File: src/rtl/key_hash.sv
// key_hash: iterative 64-bit key to table-index hash.
// Consumes one key byte per clock (byte 0 = key_i[63:56] first), mixing it into
// a 32-bit accumulator with a rotate-left-by-5 and XOR. After byte 7 the
// accumulator is folded (h ^ h>>16) and truncated to HASH_BITS bits.
//
//  state | meaning
//  ------+------------------------------------------------------------
//  IDLE  | no computation in flight; outputs hold the last result
//  RUN   | mixing one key byte per edge, cnt = index of the next byte
module key_hash #(
   parameter int HASH_BITS = 10
) (
   input  logic        clk,
   input  logic        rst,
   input  logic        start_i,
   input  logic [63:0] key_i,
   output logic        hash_ready_o,
   output logic [31:0] hash_val_o
);

   typedef enum logic {IDLE = 1'b0, RUN = 1'b1} state_t;

   state_t      state_q, state_d;
   logic [63:0] key_q;
   logic [31:0] h_q;
   logic [2:0]  cnt_q;

   logic [31:0] h_next;
   logic [31:0] h_fold;
   logic [31:0] hash_idx;
   logic        last_byte;

   // State register; reset wins over start.
   always_ff @(posedge clk) begin
      if (rst) state_q <= IDLE;
      else     state_q <= state_d;
   end

   // Next-state: start always (re)enters RUN, byte 7 returns to IDLE.
   always_comb begin
      state_d = state_q;
      if (start_i) begin
         state_d = RUN;
      end else begin
         case (state_q)
            IDLE: state_d = IDLE;
            RUN:  if (last_byte) state_d = IDLE;
            default: state_d = IDLE;
         endcase
      end
   end

   // Mixing step and final fold; the key register shifts left so the
   // byte to process is always in its top 8 bits.
   always_comb begin
      h_next    = {h_q[26:0], h_q[31:27]} ^ {24'b0, key_q[63:56]};
      h_fold    = h_next ^ (h_next >> 16);
      last_byte = (cnt_q == 3'd7);
      hash_idx  = {{(32-HASH_BITS){1'b0}}, h_fold[HASH_BITS-1:0]};
   end

   // Datapath and registered outputs.
   always_ff @(posedge clk) begin
      if (rst) begin
         key_q        <= '0;
         h_q          <= '0;
         cnt_q        <= '0;
         hash_ready_o <= 1'b0;
         hash_val_o   <= '0;
      end else if (start_i) begin
         key_q        <= key_i;
         h_q          <= '0;
         cnt_q        <= '0;
         hash_ready_o <= 1'b0;
      end else if (state_q == RUN) begin
         key_q <= {key_q[55:0], 8'h00};
         h_q   <= h_next;
         cnt_q <= 3'(cnt_q + 3'd1);
         if (last_byte) begin
            hash_val_o   <= hash_idx;
            hash_ready_o <= 1'b1;
         end
      end
   end

endmodule

File: config.mk
export PLATFORM = sky130hd
export DESIGN_NAME = key_hash
export DESIGN_NICKNAME = d
export VERILOG_FILES = /design/src/rtl/key_hash.sv
export SDC_FILE = /design/constraint.sdc
export NUM_CORES = 1
export LEC_CHECK = 0
export CAP_MARGIN = 25
export CORE_ASPECT_RATIO = 1.4
export CORE_MARGIN = 2
export CORE_UTILIZATION = 34
export CTS_BUF_LIST = sky130_fd_sc_hd__clkbuf_8
export CTS_CLUSTER_DIAMETER = 150
export CTS_CLUSTER_SIZE = 20
export DETAILED_ROUTE_END_ITERATION = 16
export HOLD_SLACK_MARGIN = 0.06
export SLEW_MARGIN = 0
export SYNTH_ARGS = -nofsm -noshare
export SYNTH_HDL_FRONTEND = slang
export SYNTH_SLANG_ARGS = --single-unit
File: constraint.sdc
create_clock -name clk -period 1.7 [get_ports clk]
set_clock_uncertainty 0.15 [all_clocks]
set_input_delay 0.51 -clock clk [delete_from_list [all_inputs] [get_ports clk]]
set_output_delay 0.51 -clock clk [all_outputs]
set_load 0.01 [all_outputs]
## After elaboration in Yosys (flattened, before gate mapping)

Index checks and enable logic that the tools add are counted.

| storage, ports and cells | value |
|---|---|
| bits in latches | 0 |
| input bits | 67 |
| output and inout port bits | 33 |
| RAM bits | 0 |
| logic and storage cells | 21 |
| memory bits (read-only) | 0 |
| memories kept | 0 |
| register bits after elaboration | 111 |

| operators by class | value |
|---|---|
| reduce and logical (&&, ||, !) cells | 4 |
| bitwise gates (word level) | 4 |
| add/subtract/negate cells | 1 |
| divide/modulo/power cells | 0 |
| multiply operators | 0 |
| shift-type cells | 0 |
| eq/ne operators | 1 |
| muxes and demuxes | 5 |
| order comparisons | 0 |

Operator list:

| operator | number |
|---|---|
| 64-bit 2-to-1 mux | 2 |
| 32-bit by 8-bit bitwise XOR with 32-bit output | 1 |
| 10-bit bitwise XOR | 1 |
| 3-bit by 1-bit adder with 3-bit output (second input constant) | 1 |
| 3-bit equality test (second input constant) | 1 |
| 3-bit AND reduction | 1 |
| 1-bit 2-to-1 mux | 2 |
| 1-bit inverter | 2 |
| 1-bit one-hot mux with 2 select lines | 1 |
| 2-bit AND reduction | 1 |
| 2-bit nonzero test | 1 |
| 2-bit OR reduction | 1 |

## Longest topological paths before layout

| depth | value |
|---|---|
| word-level depth | 4 |
| depth in mapped cells | 6 |
| mapped depth without buffers | 5 |

## Least setup slack after synthesis

No wires, ideal clock.

| path | value |
|---|---|
| kind | input -> register |
| start | input start_i |
| end | register key_q[10] |
| path buffers | 2 |
| path slack | 263 ps |
| stages on the path | 4 |
| data required time | 1422 ps |
| setup time | 128 ps |
| data arrival time | 1159 ps |
| cells stage by stage | buf_2 > buf_2 > mux2i_1 > nor2_1 |

| on the way | value |
|---|---|
| word-level cells in the longest chain between the ends | 1 |
| elaborated cells between the ends (all ways) | 2 |
| classes of those cells | mux (1); reduce/logical (1) |

Ends and longest elaborated chain:

| what | line | source |
|---|---|---|
| start: declaration | 15 | `input logic start_i,` |
| 64-bit 2-to-1 mux / 2-bit nonzero test (equally long branches) | - |  |
| end signal: assignment | 71 | `key_q <= key_i;` |
| end signal: assignment | 76 | `key_q <= {key_q[55:0], 8'h00};` |
| end: declaration | 24 | `logic [63:0] key_q;` |

Several ways; a longest one is shown, not always the timed one.
A chain may end at the register's enable or synchronous reset.

## Worst setup path after layout

| path | value |
|---|---|
| start | register hash_val_o[4] |
| end | output hash_val_o[4] |

RTL lines:

| what | line | source |
|---|---|---|
| start: declaration | 18 | `output logic [31:0] hash_val_o` |
| start signal: assignment | 80 | `hash_val_o <= hash_idx;` |

No word-level cell between the ends.

==> impl_metrics.tcl <==
set metrics [dict create \
    io_pins 100 \
    die_w_um 106 \
    report.final.setup_viol 0 \
    postCtsHoldBufs 0 \
    finalMaxSlewViolations 0 \
    synth_top_family_by_area "multiplexers" \
    yosysUniqueCellTypes 24 \
    muxShareOfSynthArea_pct 29.1 \
    placed_cells 722 \
    drcViolationCount 0 \
    crit_path_end_kind "primary output" \
    grt_pass1_vias 3435 \
    final_area_sq_um 6030 \
    final_common_cell "dfxtp_1" \
    vdd_drop_max_v 0.000341 \
    vias 3353 \
    clock_latency_ns 0.35 \
    yosys.area_share.adder_pct 0.501 \
    maxCapViolations 0 \
    crit_end "hash_val_o[4]" \
    first_pass_iters 4 \
    postRouteAntennaNets 0 \
    synth_compound_area_share_pct 4.11 \
    critPathMaxStageDelay_ns 0.35 \
    rsz0062_at_grt "no" \
    crit_arrival_ns 0.97 \
    reg2reg_depth 5 \
    hp-class "input port to flop" \
    syn_inst 477 \
    setup_tns_ns 0 \
    grt_max_degree 42 \
    start_util_pct 34.6 \
    cts_buffers 9 \
    post-place-ws_ns 0.187 \
    routed_wl_um 10200 \
    powerDensity_nw_per_um2 820 \
    path_buf_inv 1 \
    startpoint "hash_val_o[4]$_SDFFE_PP0P_" \
    ys_top_cells_by_area "dfxtp_1 (45%), mux2i_1 (16%), nor2_1 (7.7%)" \
    num_rows 52 \
    crit_required_ns 1.04 \
    antenna_found_initial 0 \
    clk_pin_slew_ns 0.10 \
    place_area_sq_um 5880 \
    critical_path_depth 1 \
    avgSynthCellArea_sq_um 10.5 \
    start_kind "flop" \
    status "completed" \
    fin_nets 613 \
    synth-xor-area-share_pct 3.33 \
    area_growth_pct 20.8 \
    ys_seq_area_share_pct 44.5 \
    ctsHtreeMaxLevel 3 \
    fin_cells 735 \
    die-area_sq_um 15700 \
    fmax_mhz 614 \
    place_congestion 0.742 \
    synth_top_cell_area_share_pct 44.5 \
    ctsResizeCount 11 \
    die_height_um 147 \
    critical-path-top-delay-family "flip-flops" \
    final_layout_size_suffix_gt1_share_pct 11.2 \
    yosysWarnings 0 \
    core_region_area_sq_um 14400 \
    crit_chain "dlygate4sd2_1" \
    reg2reg_slack_ns 0.20 \
    cts_root_buf "clkbuf_8" \
    hold_violations 0 \
    drt-vias-per-instance 4.56 \
    hold_slack_ns 0.282 \
    cts_setup_buffers 0 \
    fin_ws_ns 0.0719 \
    clock_path_buffers 2 \
    path_class "flop to primary output" \
    regToRegStartpoint "cnt_q[0]$_SDFFE_PP0P_" \
    yosys.area.top_type "dfxtp_1" \
    clock-sinks 111 \
    diodes 0 \
    synth-simple-area-share_pct 10.8 \
    grt_use_total_pct 13.5 \
    layout_common_cells "dfxtp_1 (110), nor2_1 (103), mux2i_1 (82)" \
    holdCritStartpoint "rst" \
    static-leakage-power_nw 2.54 \
    period_share_pct 95.8 \
    grt_pass1_wl_um 16900 \
    wl_per_cell_um 13.9 \
    cp_slowest_cell "dfxtp_1" \
    grt-ovfl-total 0 \
    dpl.hpwl_um 7420 \
    cts_tree "built" \
    synth_area_sq_um 4990 \
    period_minus_slack_ns 1.63 \
    drtIter0Drc 143 \
    path_max_fanout 2 \
    place.port_buffers 77 \
    r2r-end "hash_val_o[0]$_SDFFE_PP0P_" \
    ys_ff_latch 111 \
]
==> worst min-delay path by stage <==
stage / end / slack, ns / cells after the start
after floorplan: h_q[10]$_SDFFE_PP0P_ / 0.31 / 2
after global placement: hash_val_o[3]$_SDFFE_PP0P_ / 0.32 / 2
after detailed placement: hash_ready_o$_SDFFE_PP0P_ / 0.32 / 2
after CTS: hash_val_o[8]$_SDFFE_PP0P_ / 0.27 / 2
after global routing: hash_val_o[9]$_SDFFE_PP0P_ / 0.30 / 2
final: hash_val_o[8]$_SDFFE_PP0P_ / 0.28 / 2
==> Yosys cell counts (all sizes together) <==
cell	n
a211oi	10
xor2	8
nor2	103
nand3b	9
dfxtp	111
nand2b	1
clkbuf	8
and3b	1
a21oi	10
inv	1
xnor2	11
mux2	56
mux2i	82
nor3b	8
or2	1
buf	46
o21ai	8
conb	1
ha	2
==> flip-flops by register name, summed over array words and instances, names as in the netlist <==
| name | count |
|---|---|
| hash_ready_o | 1 |
| h_q | 32 |
| hash_val_o | 10 |
| cnt_q | 3 |
| key_q | 64 |
| state_q | 1 |
==> cells by family after synthesis <==
group | count (synthesis)
buf+inv | 55
fa+ha+maj | 2
flops | 111
other cells | 1
simple gates | 123
xor+xnor | 19
compound gates | 28
mux | 138
==> per-layer routing <==
layer / track usage (%) / routed length (um) / vias up / part of all wire [%]
li1: - / - / 1703 / -
met1: 16.4 / 4480 / 1570 / 44
met2: 23.8 / 5250 / 72 / 51
met3: 2.69 / 372 / 8 / 3.6
met4: 4.74 / 102 / 0 / 1.0
met5: 0 / 0 / - / 0
==> layout make-up <==
| class | count | area [sq um] |
|---|---|---|
| clock inverters | 4 | 42.5 |
| flip-flops and latches | 111 | 2230 |
| well taps | 189 | 236 |
| fillers | 1447 | 8410 |
| multi-input cells | 332 | 2470 |
| clock buffers | 9 | 124 |
| inverters | 1 | 3.75 |
| repair buffers | 89 | 927 |
==> through the flow <==
stage | total power [W] | utilization [%]
CTS | 0.00503 | 41.8
finish | 0.00495 | 41.8
detailed placement | 0.00357 | 40.7
global placement | 0.00355 | 40.7
global route | 0.00519 | 41.8
floorplan | 0.00334 | -
==> worst register-to-register path: cells and delay by family, from the launching register on <==
kind | cells | cell delay [ns]
adder cells (fa/ha/maj) | 2 | 0.34
flip-flops | 1 | 0.36
AND/OR/NAND/NOR | 2 | 0.44
AO/OA/AOI/OAI | 1 | 0.15
==> report_power, final <==
group	total (W)	internal, W	switching, W
logic	0.000728	0.000404	0.000325
clock network	0.00145	0.000647	0.000803
registers	0.00277	0.00271	0.0000638
total	0.00495	0.00376	0.00119
(Power assumes the default switching activity.)
